### src/rtl/if_stage.sv
// Instruction-fetch stage: owns the PC, reads instruction memory over a req/ack handshake
// and delivers {instr, pc, pc+4} to decode through an IF/ID register backed by a one-entry skid buffer.
module if_stage #(
    parameter logic [31:0] RESET_PC = 32'h0000_0000
) (
    input  logic        clk,
    input  logic        rst,
    output logic        imem_req,
    output logic [31:0] imem_addr,
    input  logic        imem_ack,
    input  logic [31:0] imem_rdata,
    input  logic        redirect,
    input  logic [31:0] redirect_pc,
    input  logic        id_ready,
    output logic        id_valid,
    output logic [31:0] id_instr,
    output logic [31:0] id_pc,
    output logic [31:0] id_pc4
);

    typedef enum logic [1:0] {
        IDLE,
        FETCH,
        HOLD,
        DROP
    } state_t;

    localparam logic [31:0] RESET_ADDR = {RESET_PC[31:2], 2'b00};

    state_t      state;
    logic [31:0] pc;
    logic [31:0] pc4;
    logic [31:0] pend_pc;
    logic [31:0] buf_instr;
    logic [31:0] buf_pc;
    logic [31:0] target;
    logic        consume;

    // pc only changes on a completed transfer, so it doubles as the stable request address
    assign imem_addr = pc;
    assign pc4       = pc + 32'd4;
    assign target    = redirect_pc & 32'hFFFF_FFFC;
    assign consume   = id_valid && id_ready;

    always_ff @(posedge clk or posedge rst) begin
        if (rst) begin
            state     <= IDLE;
            pc        <= RESET_ADDR;
            pend_pc   <= RESET_ADDR;
            imem_req  <= 1'b0;
            id_valid  <= 1'b0;
            id_instr  <= '0;
            id_pc     <= '0;
            id_pc4    <= '0;
            buf_instr <= '0;
            buf_pc    <= '0;
        end else if (redirect) begin
            // Wrong-path data is never loaded; leaving HOLD implicitly empties the buffer
            id_valid <= 1'b0;
            imem_req <= 1'b1;
            case (state)
                FETCH: begin
                    if (imem_ack) begin
                        pc    <= target;
                        state <= FETCH;
                    end else begin
                        pend_pc <= target;
                        state   <= DROP;
                    end
                end
                DROP: begin
                    if (imem_ack) begin
                        pc    <= target;
                        state <= FETCH;
                    end else begin
                        pend_pc <= target;
                        state   <= DROP;
                    end
                end
                default: begin
                    pc    <= target;
                    state <= FETCH;
                end
            endcase
        end else begin
            if (consume) begin
                id_valid <= 1'b0;
            end
            case (state)
                IDLE: begin
                    state    <= FETCH;
                    imem_req <= 1'b1;
                end
                FETCH: begin
                    if (imem_ack) begin
                        pc <= pc4;
                        if (!id_valid || id_ready) begin
                            id_valid <= 1'b1;
                            id_instr <= imem_rdata;
                            id_pc    <= pc;
                            id_pc4   <= pc4;
                        end else begin
                            buf_instr <= imem_rdata;
                            buf_pc    <= pc;
                            state     <= HOLD;
                            imem_req  <= 1'b0;
                        end
                    end
                end
                HOLD: begin
                    if (consume) begin
                        id_valid <= 1'b1;
                        id_instr <= buf_instr;
                        id_pc    <= buf_pc;
                        id_pc4   <= buf_pc + 32'd4;
                        state    <= FETCH;
                        imem_req <= 1'b1;
                    end
                end
                DROP: begin
                    if (imem_ack) begin
                        pc    <= pend_pc;
                        state <= FETCH;
                    end
                end
                default: begin
                    state    <= IDLE;
                    imem_req <= 1'b0;
                end
            endcase
        end
    end

endmodule

### config.mk
export PLATFORM = sky130hd
export DESIGN_NAME = if_stage
export DESIGN_NICKNAME = d
export VERILOG_FILES = /design/src/rtl/if_stage.sv
export SDC_FILE = /design/constraint.sdc
export NUM_CORES = 1
export LEC_CHECK = 0
export ABC_AREA = 1
export BUFFER_PORTS_ARGS = -buffer_cell sky130_fd_sc_hd__buf_2
export CAP_MARGIN = 20
export CORE_UTILIZATION = 28
export DETAILED_ROUTE_END_ITERATION = 8
export PLACE_DENSITY = 0.54
export SLEW_MARGIN = 15
export SYNTH_ARGS = -nofsm -noshare
export SYNTH_HDL_FRONTEND = slang
export SYNTH_SLANG_ARGS = --single-unit
export TNS_END_PERCENT = 20
### constraint.sdc
create_clock -name clk -period 6.7 [get_ports clk]
set_clock_uncertainty 0.1 [all_clocks]
set_input_delay 0.335 -clock clk [delete_from_list [all_inputs] [get_ports clk]]
set_output_delay 0.335 -clock clk [all_outputs]
set_load 0.005 [all_outputs]
Word-level counts from Yosys, hierarchy flattened
Index checks and enable logic that the tools add are counted.
Storage, ports and cells
  bits in registers: 226
Operators by class
  bitwise operators: 3
  reduce and logical (&&, ||, !) cells: 14
  add/sub/neg operators: 2
  eq/ne operators: 11
  muxes and demuxes: 37
Operators by type and width (number)
  2-to-1 mux 32 bit: 14
  case mux 32 bit (2 select lines): 4
  adder 32 x 3 -> 32 bit, second input constant: 2
  AND reduction 4 bit: 4
  != test 3 bit, second input constant: 5
  2-to-1 mux 2 bit: 7
  2-to-1 mux 1 bit: 9
  case mux 2 bit (4 select lines): 1
  != test 2 bit, second input constant: 3
  AND reduction 5 bit: 1
  equality test 2 bit, second input constant: 2
  nonzero test 4 bit: 1
  NOT 1 bit: 3
  case mux 1 bit (3 select lines): 1
  AND reduction 3 bit: 1
  nonzero test 3 bit: 1
  equality test 2 x 1 -> 1 bit, second input constant: 1
  logical NOT 2 bit: 1
  case mux 1 bit (2 select lines): 1
  nonzero test 2 bit: 1
  OR reduction 2 bit: 1
  logical AND 1 bit: 1
  logical NOT 1 bit: 1
  logical OR 1 bit: 1

Depth between registers and ports, before layout
Gate-level depths: netlist of the first run.
  word-level depth: 6
  gate-level depth with buffers: 12
  gate-level depth less buffers: 12

Worst setup path after synthesis of the first run
No wires, ideal clock.
  path type: register to register
  start point: register state[1]
  end point: register buf_instr[0]
  required time: 6475 ps
  stages on the path, launching flop included: 9
  arrival: 1537 ps
  setup slack: 4938 ps
  library setup time: 125 ps
  cells stage by stage: dfrtp_1 > inv_1 > ha_1 > inv_2 > nor2_2 > nand3_1 > buf_2 > buf_6 > mux2_4
Between the ends
  longest elaborated chain between the ends: 2
RTL lines
  start, declared: line 30  | state_t state;
  start signal, assigned: line 47  | state <= IDLE;
  start signal, assigned: line 65  | state <= FETCH;
  start signal, assigned: line 68  | state <= DROP;
  equality test 2 x 1 -> 1 bit: line 89  | case (state)
  AND reduction 4 bit (no source line)
  end signal, assigned: line 103  | buf_instr <= imem_rdata;
  end, declared: line 34  | logic [31:0] buf_instr;
Every way passes these cells.
A chain may end at the register's enable or synchronous reset.

Worst setup path in the final report of the first run
  start point: register state[1]
  end point: register pend_pc[11]
Between the ends
  longest elaborated chain between the ends: 3
  elaborated cells between the ends (all ways): 4
  classes of those cells: 2 x eq/ne; 2 x reduce/logical
RTL lines
  equality test 2 bit or equality test 2 x 1 -> 1 bit (tied branches): line 61  | case (state)
  OR reduction 2 bit (no source line) *
  AND reduction 3 bit (no source line) *
  end signal, assigned: line 67  | pend_pc <= target;
  end signal, assigned: line 76  | pend_pc <= target;
  end, declared: line 33  | logic [31:0] pend_pc;
Mark *: on every way between the ends. The rest lies on a longest branch, timed or not.

==> results.json, run 1 <==
{
  "synth_seq_area_share_pct": 47.7,
  "status": "finished, final reports clean",
  "fp.coreArea_um2": 40000,
  "setup-violations-final": 0,
  "crit_path_top_delay_cell": "nor2_4",
  "crit_arrival_ps": 3410,
  "io_pins": 199,
  "hold_path_end": "id_valid$_DFF_PP0_",
  "grt_max_degree": 95,
  "synth_seq_cells": 218,
  "routedWlPerCell_um": 16.6,
  "cts_root_buf": "clkbuf_16",
  "path_clk_slew_ps": 60,
  "crit_chain": "ha_1 -> buf_4 -> inv_2 -> nand2_1 -> nand2_1 -> nor2_4 -> inv_2 -> nand2_1 -> o21ai_1",
  "hp-start": "id_ready",
  "relSlewSlack_pct": 23.6,
  "gp_congestion": 0.905,
  "cts_tree": "yes",
  "routed_wl_um": 37100,
  "met1_usage_pct": 25.3,
  "ys_types": 39,
  "endpoint_kind": "flop",
  "drtAntennaViolNets": 0,
  "drive_above_1_share_pct": 18.5,
  "synth.cell_area_um2": 11400,
  "max_stage_delay_ps": 600,
  "antenna_cells": 0,
  "grt_pass1_vias": 10261,
  "avgSynthCellArea_um2": 7.73,
  "first_pass_iters": 8,
  "globalRouteMet2Util_pct": 27.9,
  "startpoint": "state[1]$_DFFE_PP0P_",
  "finalHoldViolCount": 0,
  "critical_path_required_ps": 7000,
  "ctsHoldBuffers": 63,
  "hp-class": "in -> reg",
  "crit_path_start_kind": "flop",
  "min_period_ps": 3120,
  "rsz0062_at_grt": "no",
  "vias": 10421,
  "syn_inst": 1479,
  "start_util_pct": 28.6,
  "area_growth_syn_to_layout_pct": 24.7,
  "final_cell_area_um2": 14300,
  "leakage_nw": 6.79,
  "cap_viol_max_count": 0,
  "powerDensity_nw_per_um2": 474,
  "die_area_um2": 41700,
  "place.port_buffers": 190,
  "rrSetupSlack_ps": 3580,
  "rr_worst_depth": 9,
  "fmax_mhz": 321,
  "cts_setup_buffers": 0,
  "fin_tns_setup_ps": 0,
  "cts_sinks": 218,
  "row_count": 73,
  "cpMostUsedCell": "nand2_1",
  "antenna_found_initial": 0,
  "path_class": "reg -> reg",
  "numCtsBuffers": 26,
  "cp_max_fo": 35,
  "yosys_warnings": 0,
  "die_w_um": 204,
  "grt_pass1_wl_um": 58700,
  "viasPerCell": 4.66,
  "placed_cell_area_um2": 12800,
  "hold_path_depth": 4,
  "period_share_pct": 46.5,
  "worst_pin_slew_ps": 1150,
  "dieHeight_um": 204,
  "busiest_layer": "met2",
  "grt_util_met3_pct": 3.20,
  "grtUsageTotal_pct": 17.9,
  "report.final.slew_viol_count": 0,
  "clk_latency_ps": 540,
  "drc_errors": 0,
  "worstReg2RegEnd": "pend_pc[11]$_DFFE_PP0P_",
  "fin_cells": 2236,
  "htreeDepth": 1,
  "post_cts_resized": 0,
  "overflow": 0,
  "nets": 1770,
  "dp_cells": 2128,
  "final_util_pct": 35.6,
  "regToRegStartpoint": "state[1]$_DFFE_PP0P_",
  "drt_iter0_markers": 849,
  "vdd_drop_max_mv": 0.177,
  "max-clock-path-buffers": 3,
  "hpwl_um": 26400
}
worst max-delay path: cells and delay by family, from the launching register on:
family	cells	cell delay (ps)
AOI/OAI and AO/OA	1	90
adders and majority gates	1	160
buffers and inverters	3	1090
DFF	1	400
and+or+nand+nor	4	1120
power breakdown:
group / switching, mW / leakage, nW / internal, mW / total (mW)
Clock: 0.559 / 0.402 / 0.818 / 1.38
Sequential: 0.630 / 2.64 / 1.95 / 2.58
Combinational: 1.74 / 3.75 / 1.07 / 2.80
cells in the mapped netlist, drive strengths merged:
master   count  share of area [%]
a211oi       1              0.066
buf         49                2.4
clkbuf      31                1.0
nand4        4               0.22
and2         1              0.055
or2          2               0.11
xor2        13                1.0
nor3         1              0.044
nand3b      13               0.85
o22ai        2               0.11
o2111ai      1              0.077
o21ai       82                3.6
o211ai       8               0.53
a31oi       66                3.6
a22oi        9               0.59
mux2        32                3.8
ha           6               0.66
nor2       173                6.5
a21oi       55                2.4
inv         88                2.9
nand2      555                 18
nand3       63                2.8
dfrtp      218                 48
conb         1              0.033
xnor2        5               0.38
flip-flops by register name, indices dropped and copies added (netlist names):
signal and flops:
buf_instr 32, id_instr 32, buf_pc 30, id_pc4 30, id_pc 30, imem_addr 30, pend_pc 30, state 2
id_valid 1, imem_req 1
cells by family (layout without fill, tap and decap cells):
family | after synthesis | count (layout) | synth area share [%]
buffers and inverters | 168 | 395 | 6.34
AO/OA/AOI/OAI | 224 | 224 | 11.0
adder cells (fa/ha/maj) | 6 | 6 | 0.656
other | 1 | 6 | 0.0328
flip-flops | 218 | 218 | 47.7
XOR/XNOR | 18 | 18 | 1.38
AND/OR/NAND/NOR | 812 | 812 | 29.1
multiplexers | 32 | 32 | 3.81
worst max path at each step:
stage | endpoint | slack, ps | cells past startpoint
2_1_floorplan | buf_instr[0]$_DFFE_PP0P_ | 300 | 1
3_3_place_gp | id_instr[0]$_DFFE_PP0P_ | 3120 | 7
3_5_place_dp | id_instr[2]$_DFFE_PP0P_ | 3110 | 6
4_1_cts | pend_pc[11]$_DFFE_PP0P_ | 3540 | 9
5_1_grt | pend_pc[11]$_DFFE_PP0P_ | 3290 | 9
6_report | pend_pc[11]$_DFFE_PP0P_ | 3580 | 9
per-layer routing:
layer,vias up,part of all wire [%]
met3,49,6.4
met4,0,2.0
li1,5207,-
met5,-,0
met1,4862,48
met2,303,44
cells in the final DEF, fill, tap and decap left out, types with 12 or more instances in the layout:
master,instances
clkbuf_16,27
inv_2,13
nand3_1,61
a21oi_1,55
xor2_1,13
mux2_4,20
mux2_2,12
dlygate4sd3_1,63
o21ai_1,26
o21ai_0,55
inv_1,74
dfrtp_1,218
nor2_2,12
nand3b_1,13
buf_2,190
nor2_1,153
nand2_1,546
a31oi_1,66
per-stage QoR:
stage	power, mW	worst slack (ps)	hold WS [ps]
floorplan	4.25	301	342
global placement	5.33	3120	355
detailed placement	5.39	3110	359
CTS	6.84	3540	79.1
global route	7.34	3290	103
finish	6.76	3580	118
final cells by class:
cell class	count	area (um2)
fillers	4213	25700
repair buffers	263	1670
inverters	88	338
flip-flops and latches	218	5460
clock buffers	41	808
clock inverters	3	20.0
well taps	525	657
multi-input cells	1098	5310
Note: power is estimated with default switching activity, not from simulation.
==> inputs of run 2 (changes only) <==
==> constraint.sdc (replaced) <==
create_clock -name clk -period 2.6 [get_ports clk]
set_clock_uncertainty 0.1 [all_clocks]
set_input_delay 0.13 -clock clk [delete_from_list [all_inputs] [get_ports clk]]
set_output_delay 0.13 -clock clk [all_outputs]
set_load 0.005 [all_outputs]
==> run 2 against run 1 <==
Net effect:
- largest cell class unchanged
- critical endpoint is now id_pc4[18]$_DFFE_PP0P_
- sequential power rose to 2.6 times the previous value
- critical path depth decreased by 1
- cell area grew 1.6%
- highest routed layer unchanged
- global-route usage fell by 0.15 points
- power rose to 2.6 times the previous value
- clock power grew to 2.6 times the previous value
- register-to-register slack got worse by 3200 ps
- maximum frequency is 42% higher
==> results.json, run 2 (synthesis results as in run 1) <==
{
  "status": "finished, final reports clean",
  "dieHeight_um": 204,
  "fp.coreArea_um2": 40000,
  "cts_sinks": 218,
  "top_regs": "buf_instr: 32 flops, id_instr: 32 flops",
  "drive_above_1_share_pct": 18.9,
  "rr_worst_depth": 8,
  "grt_max_degree": 89,
  "p_sw_mw": 7.56,
  "viasPerCell": 4.69,
  "worst_pin_slew_ps": 600,
  "hp-class": "in -> reg",
  "vias": 10566,
  "post_cts_resized": 0,
  "period_share_pct": 84.3,
  "worstReg2RegEnd": "id_pc4[18]$_DFFE_PP0P_",
  "rrSetupSlack_ps": 410,
  "die_w_um": 204,
  "cap_viol_max_count": 0,
  "relSlewSlack_pct": 60.0,
  "setup-violations-final": 0,
  "antenna_found_initial": 0,
  "final_util_pct": 36.2,
  "hold_path_depth": 4,
  "seqPwrFrac_pct": 37.4,
  "p_total_mw": 17.7,
  "finalHoldViolCount": 0,
  "switching_share_pct": 42.7,
  "drc_errors": 0,
  "powerDensity_nw_per_um2": 1220,
  "endpoint_kind": "flop",
  "ff_latch_area_um2": 5460,
  "cts_root_buf": "clkbuf_16",
  "cts_setup_buffers": 0,
  "critical_path_required_ps": 2950,
  "antenna_cells": 0,
  "routed_wl_um": 37100,
  "rsz0062_at_grt": "no",
  "fmax_mhz": 456,
  "drt_iter0_markers": 912,
  "nets": 1786,
  "leakage_nw": 6.91,
  "fin_tns_setup_ps": 0,
  "hold_slack_ps": 268,
  "crit_path_start_kind": "flop",
  "final_cell_area_um2": 14500,
  "hold_path_end": "pend_pc[17]$_DFFE_PP0P_",
  "report.final.slew_viol_count": 0,
  "clk_latency_ps": 540,
  "start_util_pct": 28.6,
  "regToRegStartpoint": "state[1]$_DFFE_PP0P_",
  "path_class": "reg -> reg",
  "fill_cells": 4248,
  "path_clk_slew_ps": 60,
  "min_period_ps": 2190,
  "max-clock-path-buffers": 3,
  "place.port_buffers": 190,
  "hp-start": "redirect_pc[17]",
  "placed_cell_area_um2": 13000,
  "drtAntennaViolNets": 0,
  "routedWlPerCell_um": 16.5,
  "crit_arrival_ps": 2550,
  "first_pass_iters": 5,
  "cts_tree": "yes",
  "grtUsageTotal_pct": 17.8,
  "row_count": 73,
  "p_int_mw": 10.1,
  "layout_commonest_cell": "nand2_1",
  "vdd_drop_max_mv": 0.540,
  "hpwl_um": 26900,
  "numCtsBuffers": 26,
  "grt_pass1_wl_um": 58400,
  "htreeDepth": 1,
  "die_area_um2": 41700,
  "grt_pass1_vias": 10158,
  "io_pins": 199,
  "overflow": 0,
  "gp_congestion": 0.890,
  "mostFrequentLayoutCells": "nand2_1 (546), dfrtp_1 (218), buf_2 (190)",
  "area_growth_syn_to_layout_pct": 26.7,
  "p_comb_share_pct": 42.0,
  "multi_input_area_um2": 5310,
  "clockPowerShare_pct": 20.5,
  "cp_max_fo": 27
}
==> run 2: through the flow <==
stage	setup slack (ps)	instances
3_3_place_gp	487	2141
5_1_grt	205	2251
2_1_floorplan	-470	1484
4_1_cts	407	2251
6_report	407	2251
3_5_place_dp	434	2141
==> run 2: per-layer routing <==
layer  vias to the layer above  global-route usage, %  routed length (um)
met4                         0                   5.20                 897
met3                        50                   2.89                2000
met1                      5000                   25.9               18000
met5                         -                      0                   0
met2                       264                   26.9               16100
li1                       5252                      -                   -
==> run 2: power groups by stage <==
stage / Sequential (mW) / Clock, mW / Combinational [mW]
after floorplan: 6.22 / 0 / 4.73
after global placement: 6.60 / 0 / 7.32
after detailed placement: 6.68 / 0 / 7.41
after CTS: 6.63 / 3.74 / 7.52
after global routing: 6.85 / 3.87 / 8.45
final: 6.62 / 3.63 / 7.44
==> run 2: how the worst max path moves through the flow <==
stage | startpoint | to | slack (ps) | cells after the start
3_3_place_gp | state[1]$_DFFE_PP0P_ | id_pc4[18]$_DFFE_PP0P_ | 490 | 8
4_1_cts | state[1]$_DFFE_PP0P_ | id_pc4[18]$_DFFE_PP0P_ | 410 | 8
2_1_floorplan | rst | buf_instr[0]$_DFFE_PP0P_ | -470 | 1
3_5_place_dp | state[1]$_DFFE_PP0P_ | id_instr[30]$_DFFE_PP0P_ | 430 | 8
6_report | state[1]$_DFFE_PP0P_ | id_pc4[18]$_DFFE_PP0P_ | 410 | 8
5_1_grt | state[1]$_DFFE_PP0P_ | id_instr[23]$_DFFE_PP0P_ | 200 | 8
==> run 2: cell type report <==
cell class              instances  area share, %
multi-input cells            1098           36.7
well taps                     525           4.53
clock inverters                 5          0.544
clock buffers                  38           5.22
inverters                      88           2.30
flip-flops and latches        218           37.6
repair buffers                279           13.1
==> run 2: worst max-delay path: stages (launching register included) <==
cell and delay [ps]:
dfrtp_1 420, inv_1 110, ha_1 220, inv_2 80, o21ai_1 310, nor2_4 140, inv_2 440, a21oi_1 100
a21oi_1 170
==> run 2: timing repair <==
| action | CTS | global route |
|---|---|---|
| setup endpoints to repair | 0 | 0 |
| hold buffers | 67 | 0 |
| hold endpoints to repair | 346 | 0 |
==> inputs of run 3 (changes only) <==
==> constraint.sdc (replaced) <==
create_clock -name clk -period 1.97 [get_ports clk]
set_clock_uncertainty 0.1 [all_clocks]
set_input_delay 0.0985 -clock clk [delete_from_list [all_inputs] [get_ports clk]]
set_output_delay 0.0985 -clock clk [all_outputs]
set_load 0.005 [all_outputs]
==> run 3 against run 2 <==
Net effect:
- wire length grew 4.1%
- global-route usage rose by 0.40 points
- maximum frequency grew 13%
- die area unchanged
- non-clock buffer count is 65 higher
- core utilization increased by 2.0 points
- count of clock-buffer cells in the layout down 2
- setup slack worse by 370 ps
- hold slack worse by 62 ps
- sequential cell count stayed put
- register-to-register slack lost 370 ps
==> results.json, run 3 (synthesis results as in run 1) <==
{
  "dieHeight_um": 204,
  "cts_root_buf": "clkbuf_16",
  "cpMostUsedCell": "nand2_1",
  "crit_family": "simple AND/OR/NAND/NOR gates",
  "startpoint": "imem_addr[2]$_DFFE_PP0P_",
  "area_growth_syn_to_layout_pct": 33.7,
  "overflow": 0,
  "path_class": "reg -> reg",
  "grt_pass1_wl_um": 59400,
  "ff_latch_area_um2": 5460,
  "period_share_pct": 98.2,
  "grt_pass1_vias": 10320,
  "finalHoldViolCount": 0,
  "leakage_nw": 7.32,
  "crit_path_start_kind": "flop",
  "row_count": 73,
  "hold_slack_ps": 206,
  "max-clock-path-buffers": 3,
  "max_stage_delay_ps": 360,
  "path_buf_inv": 2,
  "place.port_buffers": 190,
  "regToRegStartpoint": "imem_addr[2]$_DFFE_PP0P_",
  "powerDensity_nw_per_um2": 1630,
  "placed_cell_area_um2": 13500,
  "antenna_cells": 0,
  "start_util_pct": 28.6,
  "cts_sinks": 218,
  "hpwl_um": 28400,
  "layout_commonest_cell": "nand2_1",
  "routedWlPerCell_um": 16.6,
  "drt_iter0_markers": 742,
  "crit_cells": 12,
  "crit_path_end": "id_pc4[29]$_DFFE_PP0P_",
  "report.final.slew_viol_count": 0,
  "mostFrequentLayoutCells": "nand2_1 (544), dfrtp_1 (215), buf_2 (190)",
  "status": "finished, final reports clean",
  "crit_arrival_ps": 2270,
  "grt_max_degree": 61,
  "setup-violations-final": 0,
  "cp_max_fo": 8,
  "final_cell_area_um2": 15300,
  "routed_wl_um": 38600,
  "io_pins": 199,
  "critical_path_required_ps": 2300,
  "fp.coreArea_um2": 40000,
  "die_w_um": 204,
  "rsz0062_at_grt": "yes",
  "cts_tree": "yes",
  "gp_congestion": 0.913,
  "path_clk_slew_ps": 60,
  "vdd_drop_max_mv": 0.640,
  "crit_chain": "buf_4 -> inv_1 -> nor2_4 -> nand2_4 -> nor2_1 -> nand2_1 -> nand2_1 -> nand2_1 -> nand2_1 -> nand2_1 -> nand2_1 -> nand2_1",
  "viasPerCell": 4.63,
  "drtAntennaViolNets": 0,
  "cap_viol_max_count": 0,
  "top_regs": "buf_instr: 32 flops, id_instr: 32 flops",
  "first_pass_iters": 5,
  "drive_above_1_share_pct": 23.4,
  "clk_latency_ps": 560,
  "fmax_mhz": 517,
  "min_period_ps": 1930,
  "vias": 10732,
  "hp-class": "in -> reg",
  "numCtsBuffers": 26,
  "rr_worst_depth": 12,
  "multi_input_area_um2": 5420,
  "worstReg2RegEnd": "id_pc4[29]$_DFFE_PP0P_",
  "grtUsageTotal_pct": 18.2,
  "antenna_found_initial": 0,
  "rrSetupSlack_ps": 40,
  "endpoint_kind": "flop",
  "nets": 1851,
  "htreeDepth": 1,
  "fill_cells": 4222,
  "die_area_um2": 41700,
  "crit_path_top_delay_cell": "dfrtp_1",
  "drc_errors": 0
}
## run 3: worst min-delay path by stage
| stage | start | to | cells past startpoint |
|---|---|---|---|
| after floorplan | redirect_pc[31] | pend_pc[31]$_DFFE_PP0P_ | 2 |
| after global placement | rst | buf_pc[3]$_DFFE_PP0P_ | 2 |
| after detailed placement | rst | buf_pc[3]$_DFFE_PP0P_ | 2 |
| after CTS | redirect_pc[2] | pend_pc[2]$_DFFE_PP0P_ | 4 |
| after global routing | imem_rdata[31] | buf_instr[31]$_DFFE_PP0P_ | 3 |
| final | redirect_pc[2] | pend_pc[2]$_DFFE_PP0P_ | 4 |
## run 3: through the flow
step	setup slack (ps)	TNS (ps)	power (mW)	util [%]	std cells
after floorplan	-1070	-232960	14.5	-	1484
after global placement	38.7	0	19.3	33.7	2194
after detailed placement	15.5	0	19.5	33.7	2194
after CTS	-13.5	-13.5	24.5	37.5	2306
after global routing	-45.5	-84.0	27.0	38.2	2318
final	35.3	0	25.0	38.2	2318
## run 3: per-layer routing
metal / vias up / wire length [um] / GRT usage (%)
met5: - / 0 / 0
met4: 0 / 979 / 5.52
met3: 51 / 1930 / 2.47
met2: 257 / 16900 / 27.8
met1: 5054 / 18800 / 26.4
li1: 5370 / - / -
## run 3: area by class of cell
class                      instances  area share [%]
clock inverter                     9           0.491
sequential                       218            35.7
clock buffer                      36            5.03
timing repair buffer             344            16.8
inverter                          88            2.23
tap                              525            4.30
multi-input combinational       1098            35.5
## run 3: worst register-to-register path, cell delays in order (launching register included)
cell and delay [ps]:
dfrtp_1 360, buf_4 160, inv_1 90, nor2_4 150, nand2_4 130, nor2_1 320, nand2_1 100, nand2_1 70
nand2_1 90, nand2_1 90, nand2_1 60, nand2_1 60, nand2_1 40
## run 3: timing repair
action | in CTS | in global routing
gates resized for setup | 1 | 35
gates cloned | 0 | 5
endpoints found under the setup margin | 2 | 151
hold endpoints to repair | 346 | 0
hold buffers | 67 | 0
pin swaps | 0 | 4
buffers inserted | 0 | 7
## run 3: where the power goes
part	internal (mW)	leakage, nW	switching (mW)	total (mW)
clock	2.83	0.417	1.97	4.81
sequential	6.65	2.64	1.65	8.30
combinational	4.97	4.26	6.89	11.9
